File: src/rtl/bus_dma_copy_if.sv
// rtl/bus_dma_copy_if.sv - command, status and memory-bus signals of the byte-copy DMA
interface bus_dma_copy_if #(
    parameter int ADDR_W = 16,
    parameter int DATA_W = 8
);
    logic              start_i;
    logic              abort_i;
    logic [ADDR_W-1:0] src_i;
    logic [ADDR_W-1:0] dst_i;
    logic [ADDR_W-1:0] len_i;
    logic              busy_o;
    logic              done_o;
    logic [ADDR_W-1:0] count_o;
    logic [ADDR_W-1:0] dma_addr_o;
    logic              dma_oe_o;
    logic              dma_we_o;
    logic [DATA_W-1:0] dma_data_o;
    logic [DATA_W-1:0] dma_data_i;

    modport slave (
        input  start_i, abort_i, src_i, dst_i, len_i, dma_data_i,
        output busy_o, done_o, count_o, dma_addr_o, dma_oe_o, dma_we_o, dma_data_o
    );

    modport master (
        output start_i, abort_i, src_i, dst_i, len_i, dma_data_i,
        input  busy_o, done_o, count_o, dma_addr_o, dma_oe_o, dma_we_o, dma_data_o
    );
endinterface

File: src/rtl/bus_dma_copy.sv
// rtl/bus_dma_copy.sv - byte-at-a-time memory copy engine with six-phase strobed bus cycles
module bus_dma_copy #(
    parameter int ADDR_W = 16,
    parameter int DATA_W = 8
) (
    input  logic            cpu_clk,
    input  logic            cpu_reset,
    bus_dma_copy_if.slave   bus
);
    typedef enum logic [2:0] {
        IDLE, RD_SETUP, RD_STROBE, RD_HOLD, WR_SETUP, WR_STROBE, WR_HOLD, DONE
    } state_t;

    localparam logic [ADDR_W-1:0] ONE = {{(ADDR_W-1){1'b0}}, 1'b1};

    state_t            state_q, state_d;
    logic [ADDR_W-1:0] src_q, src_d;
    logic [ADDR_W-1:0] dst_q, dst_d;
    logic [ADDR_W-1:0] count_q, count_d;
    logic [DATA_W-1:0] byte_q, byte_d;
    logic [ADDR_W-1:0] addr_q, addr_d;
    logic [DATA_W-1:0] data_q, data_d;
    logic              oe_q, oe_d;
    logic              we_q, we_d;
    logic              busy_q, busy_d;
    logic              done_q, done_d;

    always_comb begin
        state_d = state_q;
        src_d   = src_q;
        dst_d   = dst_q;
        count_d = count_q;
        byte_d  = byte_q;
        case (state_q)
            IDLE: begin
                if (bus.start_i && !bus.abort_i) begin
                    src_d   = bus.src_i;
                    dst_d   = bus.dst_i;
                    count_d = bus.len_i;
                    state_d = (bus.len_i == '0) ? DONE : RD_SETUP;
                end
            end
            RD_SETUP:  state_d = RD_STROBE;
            RD_STROBE: begin
                byte_d  = bus.dma_data_i;
                state_d = RD_HOLD;
            end
            RD_HOLD:   state_d = WR_SETUP;
            WR_SETUP:  state_d = WR_STROBE;
            WR_STROBE: state_d = WR_HOLD;
            WR_HOLD: begin
                src_d   = src_q + ONE;
                dst_d   = dst_q + ONE;
                count_d = count_q - ONE;
                state_d = (count_q == ONE) ? DONE : RD_SETUP;
            end
            DONE:      state_d = IDLE;
            default:   state_d = IDLE;
        endcase

        // Abort freezes progress: count keeps the bytes not yet completed.
        if (bus.abort_i && state_q != IDLE && state_q != DONE) begin
            state_d = IDLE;
            src_d   = src_q;
            dst_d   = dst_q;
            count_d = count_q;
            byte_d  = byte_q;
        end

        // Bus outputs are registered from the state being entered.
        addr_d = addr_q;
        data_d = data_q;
        case (state_d)
            RD_SETUP, RD_STROBE, RD_HOLD: addr_d = src_d;
            WR_SETUP, WR_STROBE, WR_HOLD: addr_d = dst_d;
            default:                      addr_d = addr_q;
        endcase
        if (state_d == WR_SETUP) begin
            data_d = byte_d;
        end
        oe_d   = (state_d == RD_STROBE);
        we_d   = (state_d == WR_STROBE);
        busy_d = (state_d != IDLE) && (state_d != DONE);
        done_d = (state_d == DONE);
    end

    always_ff @(posedge cpu_clk or posedge cpu_reset) begin
        if (cpu_reset) begin
            state_q <= IDLE;
            src_q   <= '0;
            dst_q   <= '0;
            count_q <= '0;
            byte_q  <= '0;
            addr_q  <= '0;
            data_q  <= '0;
            oe_q    <= 1'b0;
            we_q    <= 1'b0;
            busy_q  <= 1'b0;
            done_q  <= 1'b0;
        end else begin
            state_q <= state_d;
            src_q   <= src_d;
            dst_q   <= dst_d;
            count_q <= count_d;
            byte_q  <= byte_d;
            addr_q  <= addr_d;
            data_q  <= data_d;
            oe_q    <= oe_d;
            we_q    <= we_d;
            busy_q  <= busy_d;
            done_q  <= done_d;
        end
    end

    assign bus.busy_o     = busy_q;
    assign bus.done_o     = done_q;
    assign bus.count_o    = count_q;
    assign bus.dma_addr_o = addr_q;
    assign bus.dma_oe_o   = oe_q;
    assign bus.dma_we_o   = we_q;
    assign bus.dma_data_o = data_q;
endmodule

File: src/flat_wrapper.sv
// flat-port wrapper written by rule: the top's interface ports become plain ports
module bus_dma_copy_flat 
#(
    parameter int ADDR_W = 16,
    parameter int DATA_W = 8
)
  (cpu_clk, cpu_reset, bus_start_i, bus_abort_i, bus_src_i, bus_dst_i, bus_len_i, bus_dma_data_i, bus_busy_o, bus_done_o, bus_count_o, bus_dma_addr_o, bus_dma_oe_o, bus_dma_we_o, bus_dma_data_o);
  bus_dma_copy_if #(.ADDR_W(ADDR_W), .DATA_W(DATA_W)) bus_i ();
  input  logic cpu_clk;
  input  logic cpu_reset;
  input wire logic [$bits(bus_i.start_i)-1:0] bus_start_i;
  input wire logic [$bits(bus_i.abort_i)-1:0] bus_abort_i;
  input wire logic [$bits(bus_i.src_i)-1:0] bus_src_i;
  input wire logic [$bits(bus_i.dst_i)-1:0] bus_dst_i;
  input wire logic [$bits(bus_i.len_i)-1:0] bus_len_i;
  input wire logic [$bits(bus_i.dma_data_i)-1:0] bus_dma_data_i;
  output wire logic [$bits(bus_i.busy_o)-1:0] bus_busy_o;
  output wire logic [$bits(bus_i.done_o)-1:0] bus_done_o;
  output wire logic [$bits(bus_i.count_o)-1:0] bus_count_o;
  output wire logic [$bits(bus_i.dma_addr_o)-1:0] bus_dma_addr_o;
  output wire logic [$bits(bus_i.dma_oe_o)-1:0] bus_dma_oe_o;
  output wire logic [$bits(bus_i.dma_we_o)-1:0] bus_dma_we_o;
  output wire logic [$bits(bus_i.dma_data_o)-1:0] bus_dma_data_o;
  assign bus_i.start_i = bus_start_i;
  assign bus_i.abort_i = bus_abort_i;
  assign bus_i.src_i = bus_src_i;
  assign bus_i.dst_i = bus_dst_i;
  assign bus_i.len_i = bus_len_i;
  assign bus_i.dma_data_i = bus_dma_data_i;
  assign bus_busy_o = bus_i.busy_o;
  assign bus_done_o = bus_i.done_o;
  assign bus_count_o = bus_i.count_o;
  assign bus_dma_addr_o = bus_i.dma_addr_o;
  assign bus_dma_oe_o = bus_i.dma_oe_o;
  assign bus_dma_we_o = bus_i.dma_we_o;
  assign bus_dma_data_o = bus_i.dma_data_o;
  bus_dma_copy #(.ADDR_W(ADDR_W), .DATA_W(DATA_W)) u_core (.cpu_clk(cpu_clk), .cpu_reset(cpu_reset), .bus(bus_i));
endmodule
File: config.mk
export PLATFORM = sky130hd
export DESIGN_NAME = bus_dma_copy_flat
export DESIGN_NICKNAME = d
export VERILOG_FILES = /design/src/rtl/bus_dma_copy_if.sv /design/src/rtl/bus_dma_copy.sv /design/src/flat_wrapper.sv
export SDC_FILE = /design/constraint.sdc
export NUM_CORES = 1
export LEC_CHECK = 0
export ABC_CLOCK_PERIOD_IN_PS = 2900
export BUFFER_PORTS_ARGS = -buffer_cell sky130_fd_sc_hd__buf_2
export CAP_MARGIN = 20
export CORE_MARGIN = 4
export CORE_UTILIZATION = 25
export DETAILED_ROUTE_END_ITERATION = 16
export PLACE_DENSITY = 0.51
export SETUP_SLACK_MARGIN = 0.2
export SLEW_MARGIN = 20
export SYNTH_ARGS = -nofsm -noshare
export SYNTH_HDL_FRONTEND = slang
export SYNTH_SLANG_ARGS = --single-unit
File: constraint.sdc
create_clock -name cpu_clk -period 2.9 [get_ports cpu_clk]
set_input_delay 0.435 -clock cpu_clk [delete_from_list [all_inputs] [get_ports cpu_clk]]
set_output_delay 0.435 -clock cpu_clk [all_outputs]
set_load 0.01 [all_outputs]
==> Implementation_results.wiki, run 1 <==
{| class="wikitable"
! Metric !! Value
|-
| Clock slew at the register clock pins of the worst setup and hold paths || 0.06 ns
|-
| Maximum ir drop on the vdd rail || 0.3223 mV
|-
| Floorplan die height || 149.7 um
|-
| Insertion delay to the later sink of the worst-skew pair || 0.35 ns
|-
| Pre-CTS setup slack || 0.3087 ns
|-
| Slew @ Worst Pin || 1.015 ns
|-
| Setup slack of the critical path after layout || about 0.45 ns
|-
| Max-slew violation count || 0
|-
| Part of the power in registers || 0.454
|-
| Count of hold-fix buffers inserted at cts || 0
|-
| Post-synth ARST share || 1.000
|-
| Path type of the worst setup path || flop to flop
|-
| Number of standard cells in the layout, taps in and fillers out || 899
|-
| Count of endpoints failing hold in the final timing report || 0
|-
| Sw Ratio || 0.3398
|-
| Worst path required time || about 3.1 ns
|-
| Share of total power in combinational logic || 0.249
|-
| Max-cap violation count || 0
|-
| Most common cell after layout, fill and taps aside || buf_2
|-
| Final HPWL from detailed placement || 12420 um
|-
| Per-cell routed wire length || 19.11 um
|-
| Residual DRC || 0
|-
| Clk buf depth || 2
|-
| Clk sinks || 87
|-
| P_leak || around 2.7 nW
|-
| Crit share post-route || 0.8450
|-
| Final setup TNS || 0 ns
|-
| Htree depth || 3
|-
| P_int || 2.686 mW
|-
| Finished Core Util || 0.3137
|-
| Setup fix buffers added after clock tree synthesis || 0
|-
| Commonest non-fill, non-tap cells in the layout || buf_2, dfrtp_1, nand2_1
|-
| Via-to-Cell Ratio || 5.389
|-
| TritonCTS buffer count || 9
|-
| DR vias || approximately 4.8k
|-
| Flop-to-flop setup slack || ~0.45 ns
|-
| Floorplan Core Area || 19590 um^2
|-
| Number of nets with antenna violations after detailed routing || 0
|-
| Cell chosen for the clock root || clkbuf_16
|-
| DRC marker count from the first detailed-route iteration || around 420
|-
| Cell variety after synth || 70
|-
| Quantity of gates resized following cts || 0
|-
| Dominant register cell in the synthesized netlist || dfrtp_1
|-
| Core Rows || 51
|-
| Post-route clock skew || 0.006278 ns
|-
| RSZ-0062 raised after global routing || no
|-
| Relative slew margins || 0.3235
|-
| Max Fclk || 408.1 MHz
|-
| Maximum fanout encountered on the critical timing path || 13
|-
| Flip-flop and latch count after synthesis || 87
|-
| Die footprint || 22410 um^2
|-
| Power density over cell area || 662.1 nW/um^2
|-
| CTS tree || done
|-
| Starting density of the core || 0.2562
|-
| Cell area after placement || 5847 um^2
|-
| Placed cell count || 884
|-
| Wire length of the first global-routing pass || around 27000 um
|-
| First-pass iteration count of the detailed router || 6
|-
| Antenna cells || 0
|-
| Number of top-level design ports || about 100
|-
| Initial antenna violation count || 1
|-
| Count of final setup violators || 0
|-
| Clock share of power || 0.296
|-
| Post-Synthesis Net Count || 602
|-
| Weighted congestion reported at the end of routability-driven placement || 0.8626
|-
| Cells after synthesis || between 500 and 600
|-
| Average footprint of a synthesized cell || approximately 9.3 um^2
|-
| Number of global-route vias before repair || 4727
|-
| Number of synthesized flops with an enable pin || 0
|-
| Area overhead of the layout relative to synthesis || 22.41%
|-
| Critical path endpoint category || flop
|-
| Number of nets in the layout || between 600 and 700
|-
| Clock period minus final worst setup slack || 2.451 ns
|-
| Portion of the post-synthesis area used by sequential elements || 0.4337
|-
| Pwr Total || 4.068 mW
|-
| Worst setup SP type || flop
|-
| Result of the run || complete, no violations
|-
| Design area || 6145 um^2
|-
| GRT overflow || 0
|-
| Layout cell share with drive strength beyond 1 || 0.2666
|-
| Min-Delay Path Class || input pin to async pin
|-
| Net Sw Power || 1.382 mW
|-
| Drt total wl || 17180 um
|-
| Horizontal die dimension || 149.7 um
|-
| Number of port buffers || approximately 100
|-
| Worst hold slack after final layout || 0.2026 ns
|-
| Arrival time of the worst setup path || between 2 and 3 ns
|-
| Netlist area before placement || 5020 um^2
|-
| Total routing usage reported by global routing || 0.1528
|-
| Synth warnings || 0
|-
| Pin count of the biggest net entering global routing || 42
|}
state kept, by name, indices dropped and copies added, names as in the netlist:
register,count
u_core.src_q,16
u_core.bus.count_o,16
u_core.bus.dma_addr_o,16
u_core.state_q,3
u_core.byte_q,8
u_core.bus.dma_data_o,8
u_core.bus.dma_oe_o,1
u_core.bus.busy_o,1
u_core.bus.done_o,1
u_core.bus.dma_we_o,1
u_core.dst_q,16
per-layer routing:
metal | routed length, um | GRT usage | part of all wire | vias to the layer above
li1 | - | - | - | 2247
met3 | 1230 | 0.03725 | 0.072 | 33
met4 | 403 | 0.05489 | 0.023 | 2
met2 | 7852 | 0.2362 | 0.46 | 206
met5 | 13 | 0 | 0.00076 | -
met1 | 7681 | 0.2084 | 0.45 | 2357
power by group through the flow:
stage	combinational, mW	sequential, mW	clock, mW
final	1.01	1.85	1.21
after global routing	1.12	1.89	1.29
after CTS	1.02	1.84	1.25
after detailed placement	1.02	1.86	0
after global placement	1.00	1.85	0
after floorplan	0.618	1.80	0
kinds of logic (layout without fill, tap and decap cells):
group           Yosys count  after routing  share of synthesized area
flops                    87             87                     0.4337
fa+ha+maj                 4              4                   0.009970
compound gates          166            166                     0.2410
buf+inv                  59            155                    0.05060
simple gates            201            201                     0.2193
mux                      19             19                    0.04187
xor+xnor                  2              2                   0.003490
cell usage after synthesis, types with 4 or more instances:
master	instances	share of area
a21oi_1	24	0.024
a221o_1	22	0.044
a22oi_1	15	0.022
a31oi_1	12	0.015
and2_1	7	0.0087
and3_1	12	0.015
and4_1	4	0.0070
buf_2	7	0.0070
clkbuf_1	27	0.020
dfrtp_1	87	0.43
ha_1	4	0.010
inv_1	17	0.013
mux2_2	16	0.036
nand2_1	43	0.032
nand3_1	23	0.023
nand4_1	10	0.012
nor2_1	34	0.025
nor2b_1	6	0.0075
nor3_1	15	0.015
nor4_1	17	0.021
o211ai_1	6	0.0090
o21ai_0	32	0.032
o22a_1	4	0.0070
o2bb2ai_1	5	0.0087
o311ai_0	5	0.0087
o32ai_1	4	0.0070
critical path, stage by stage (launching register included):
cell      delay, ns
dfrtp_1        0.49
or4_4          0.59
or3_4          0.37
o21bai_4       0.29
nand2_4        0.20
a221o_1        0.38
final cells by class:
class	instances	area [um^2]
Multi-Input combinational cell	392	2599
Sequential cell	87	2177
Clock buffer	11	252.7
Clock inverter	4	45.04
Tap cell	265	331.6
Inverter	18	68.82
Timing Repair Buffer	122	670.6
Fill cell	2060	13450
path summary, 6_finish.rpt:
kind,depth (start not counted),to,start
min in group cpu_clk,3,u_core.dst_q[8],bus_dst_i[8]
max in group asynchronous,3,u_core.bus.dma_data_o[3],cpu_reset
min reg2reg,1,u_core.byte_q[4],u_core.byte_q[4]
max,5,u_core.bus.dma_addr_o[1],u_core.bus.count_o[6]
max reg2reg,5,u_core.bus.dma_addr_o[1],u_core.bus.count_o[6]
min,2,u_core.dst_q[1],cpu_reset
No activity file was read; power rests on OpenSTA's default activity.
==> run 2: changes to the inputs <==
Settings changed: ABC_CLOCK_PERIOD_IN_PS 2900 to 2500.
Clock period 2.9 ns to 2.5 ns, I/O delays scaled along.
==> run 2 against run 1 <==
  * Setup slack got worse by 0.27 ns
  * First-iteration DRC count decreased by 0.24%
  * Cell count is 1.6% higher
  * Via count up 0.17%
  * Count of clock-buffer cells in the layout did not move
  * Utilization grew 0.67 points
  * Wire length is 0.94% higher
==> Implementation_results.wiki, run 2 (synthesis results as in run 1) <==
{| class="wikitable"
! Metric !! Value
|-
| FF+latch area || ~2200 um^2
|-
| Final setup TNS || 0 ns
|-
| TritonCTS buffer count || 9
|-
| Max Fclk || 431.3 MHz
|-
| First-pass iteration count of the detailed router || 5
|-
| Min-Delay Path Class || input pin to flop
|-
| Insertion delay to the later sink of the worst-skew pair || approximately 0.34 ns
|-
| DRC marker count from the first detailed-route iteration || 420
|-
| Power density over cell area || 747.1 nW/um^2
|-
| Arrival time of the worst setup path || 2.55 ns
|-
| Commonest non-fill, non-tap cells in the layout || buf_2, dfrtp_1, nand2_1
|-
| GRT overflow || 0
|-
| Clk sinks || just under 90
|-
| Max-cap violation count || 0
|-
| Clock period minus final worst setup slack || 2.318 ns
|-
| Total routing usage reported by global routing || 0.1525
|-
| Starting density of the core || 0.2562
|-
| Die footprint || 22410 um^2
|-
| Finished Core Util || 0.3204
|-
| Most common cell after layout, fill and taps aside || buf_2
|-
| Slew @ Worst Pin || 0.6401 ns
|-
| CTS tree || done
|-
| Weighted congestion reported at the end of routability-driven placement || 0.8725
|-
| Wire length of the first global-routing pass || 26550 um
|-
| Path type of the worst setup path || flop to flop
|-
| Relative slew margins || 0.5717
|-
| RSZ-0062 raised after global routing || yes
|-
| Worst path required time || 2.73 ns
|-
| Result of the run || complete, no violations
|-
| Hold depth || 3
|-
| Drt total wl || 17340 um
|-
| Layout cell share with drive strength beyond 1 || 0.2859
|-
| Number of top-level design ports || about 100
|-
| P_leak || 2.743 nW
|-
| Initial antenna violation count || 1
|-
| Crit share post-route || 0.9273
|-
| Number of nets with antenna violations after detailed routing || 0
|-
| Floorplan die height || between 100 and 150 um
|-
| Number of standard cells in the layout, taps in and fillers out || 913
|-
| Pin count of the biggest net entering global routing || 63
|-
| Core Rows || 51
|-
| Final-layout fill cell count || 2058
|-
| Horizontal die dimension || 149.7 um
|-
| Maximum fanout encountered on the critical timing path || 5
|-
| Clk buf depth || 2
|-
| Count of endpoints failing hold in the final timing report || 0
|-
| Number of port buffers || 103
|-
| Worst hold slack after final layout || 0.2558 ns
|-
| Number of cell instances on the worst register-to-register path || 6
|-
| Per-cell routed wire length || about 19 um
|-
| Final HPWL from detailed placement || 12550 um
|-
| Floorplan Core Area || 19590 um^2
|-
| Cell chosen for the clock root || clkbuf_16
|-
| Number of global-route vias before repair || 4735
|-
| Count of final setup violators || 0
|-
| Clock slew at the register clock pins of the worst setup and hold paths || 0.06 ns
|-
| Post-route clock skew || 0.005291 ns
|-
| Area overhead of the layout relative to synthesis || 25.02%
|-
| Htree depth || 3
|-
| Critical path endpoint category || flop
|-
| Maximum ir drop on the vdd rail || approximately 0.3 mV
|-
| DR vias || a little under 5k
|-
| Flop-to-flop setup slack || 0.18 ns
|-
| Residual DRC || 0
|-
| Worst setup SP type || flop
|-
| Total area of multi-input combinational cells || 2634 um^2
|-
| Max-slew violation count || 0
|-
| Via-to-Cell Ratio || 5.315
|-
| Number of nets in the layout || 709
|-
| Placed cell count || roughly 890
|}
## run 2: path summary, 6_finish.rpt
check                                  from                   endpoint
max in group asynchronous         cpu_reset          u_core.state_q[0]
setup reg to reg            u_core.src_q[0]  u_core.bus.dma_addr_o[12]
min in group asynchronous         cpu_reset   u_core.bus.dma_addr_o[6]
setup / recovery            u_core.src_q[0]  u_core.bus.dma_addr_o[12]
hold reg to reg            u_core.byte_q[3]           u_core.byte_q[3]
hold / removal                bus_dst_i[11]           u_core.dst_q[11]
## run 2: per-stage QoR
stage	power, mW	instance area, um^2	worst slack [ns]
2_1_floorplan	2.803	5024	0.2015
3_3_place_gp	3.325	5909	0.1314
3_5_place_dp	3.356	5909	-0.05551
4_1_cts	4.701	6213	0.1730
5_1_grt	4.934	6274	0.1544
6_report	4.689	6276	0.1816
## run 2: cell type report
class | count | area share
inverters | 18 | 0.01136
multi-input cells | 392 | 0.4197
clock buffers | 11 | 0.03708
well taps | 265 | 0.05283
flip-flops and latches | 87 | 0.3473
diodes | 1 | 0.0003987
clock inverters | 2 | 0.005582
repair buffers | 137 | 0.1258
## run 2: timing repair
action,CTS,global route
pin swaps,1,1
hold buffers,1,0
gates resized for setup,2,9
endpoints found under the hold margin,8,0
buffers inserted,2,4
endpoints found under the setup margin,16,27
## run 2: power breakdown
part	switching [mW]	leakage [nW]	internal, mW
clock network	0.563	0.131	0.758
registers	0.382	1.10	1.75
logic	0.662	1.51	0.570
## run 2: critical path, cell delays in order (launching register included)
cell and delay, ns:
dfrtp_1 0.46, ha_1 0.32, nand4_1 0.28, o311ai_0 0.39, o41ai_1 0.14, a221o_1 0.31, a221o_1 0.30
## run 2: layer usage
layer  track usage  routed length [um]
met3       0.02635                 971
met2        0.2314                7854
met1        0.2149                8079
met5             0                  13
met4       0.06267                 425
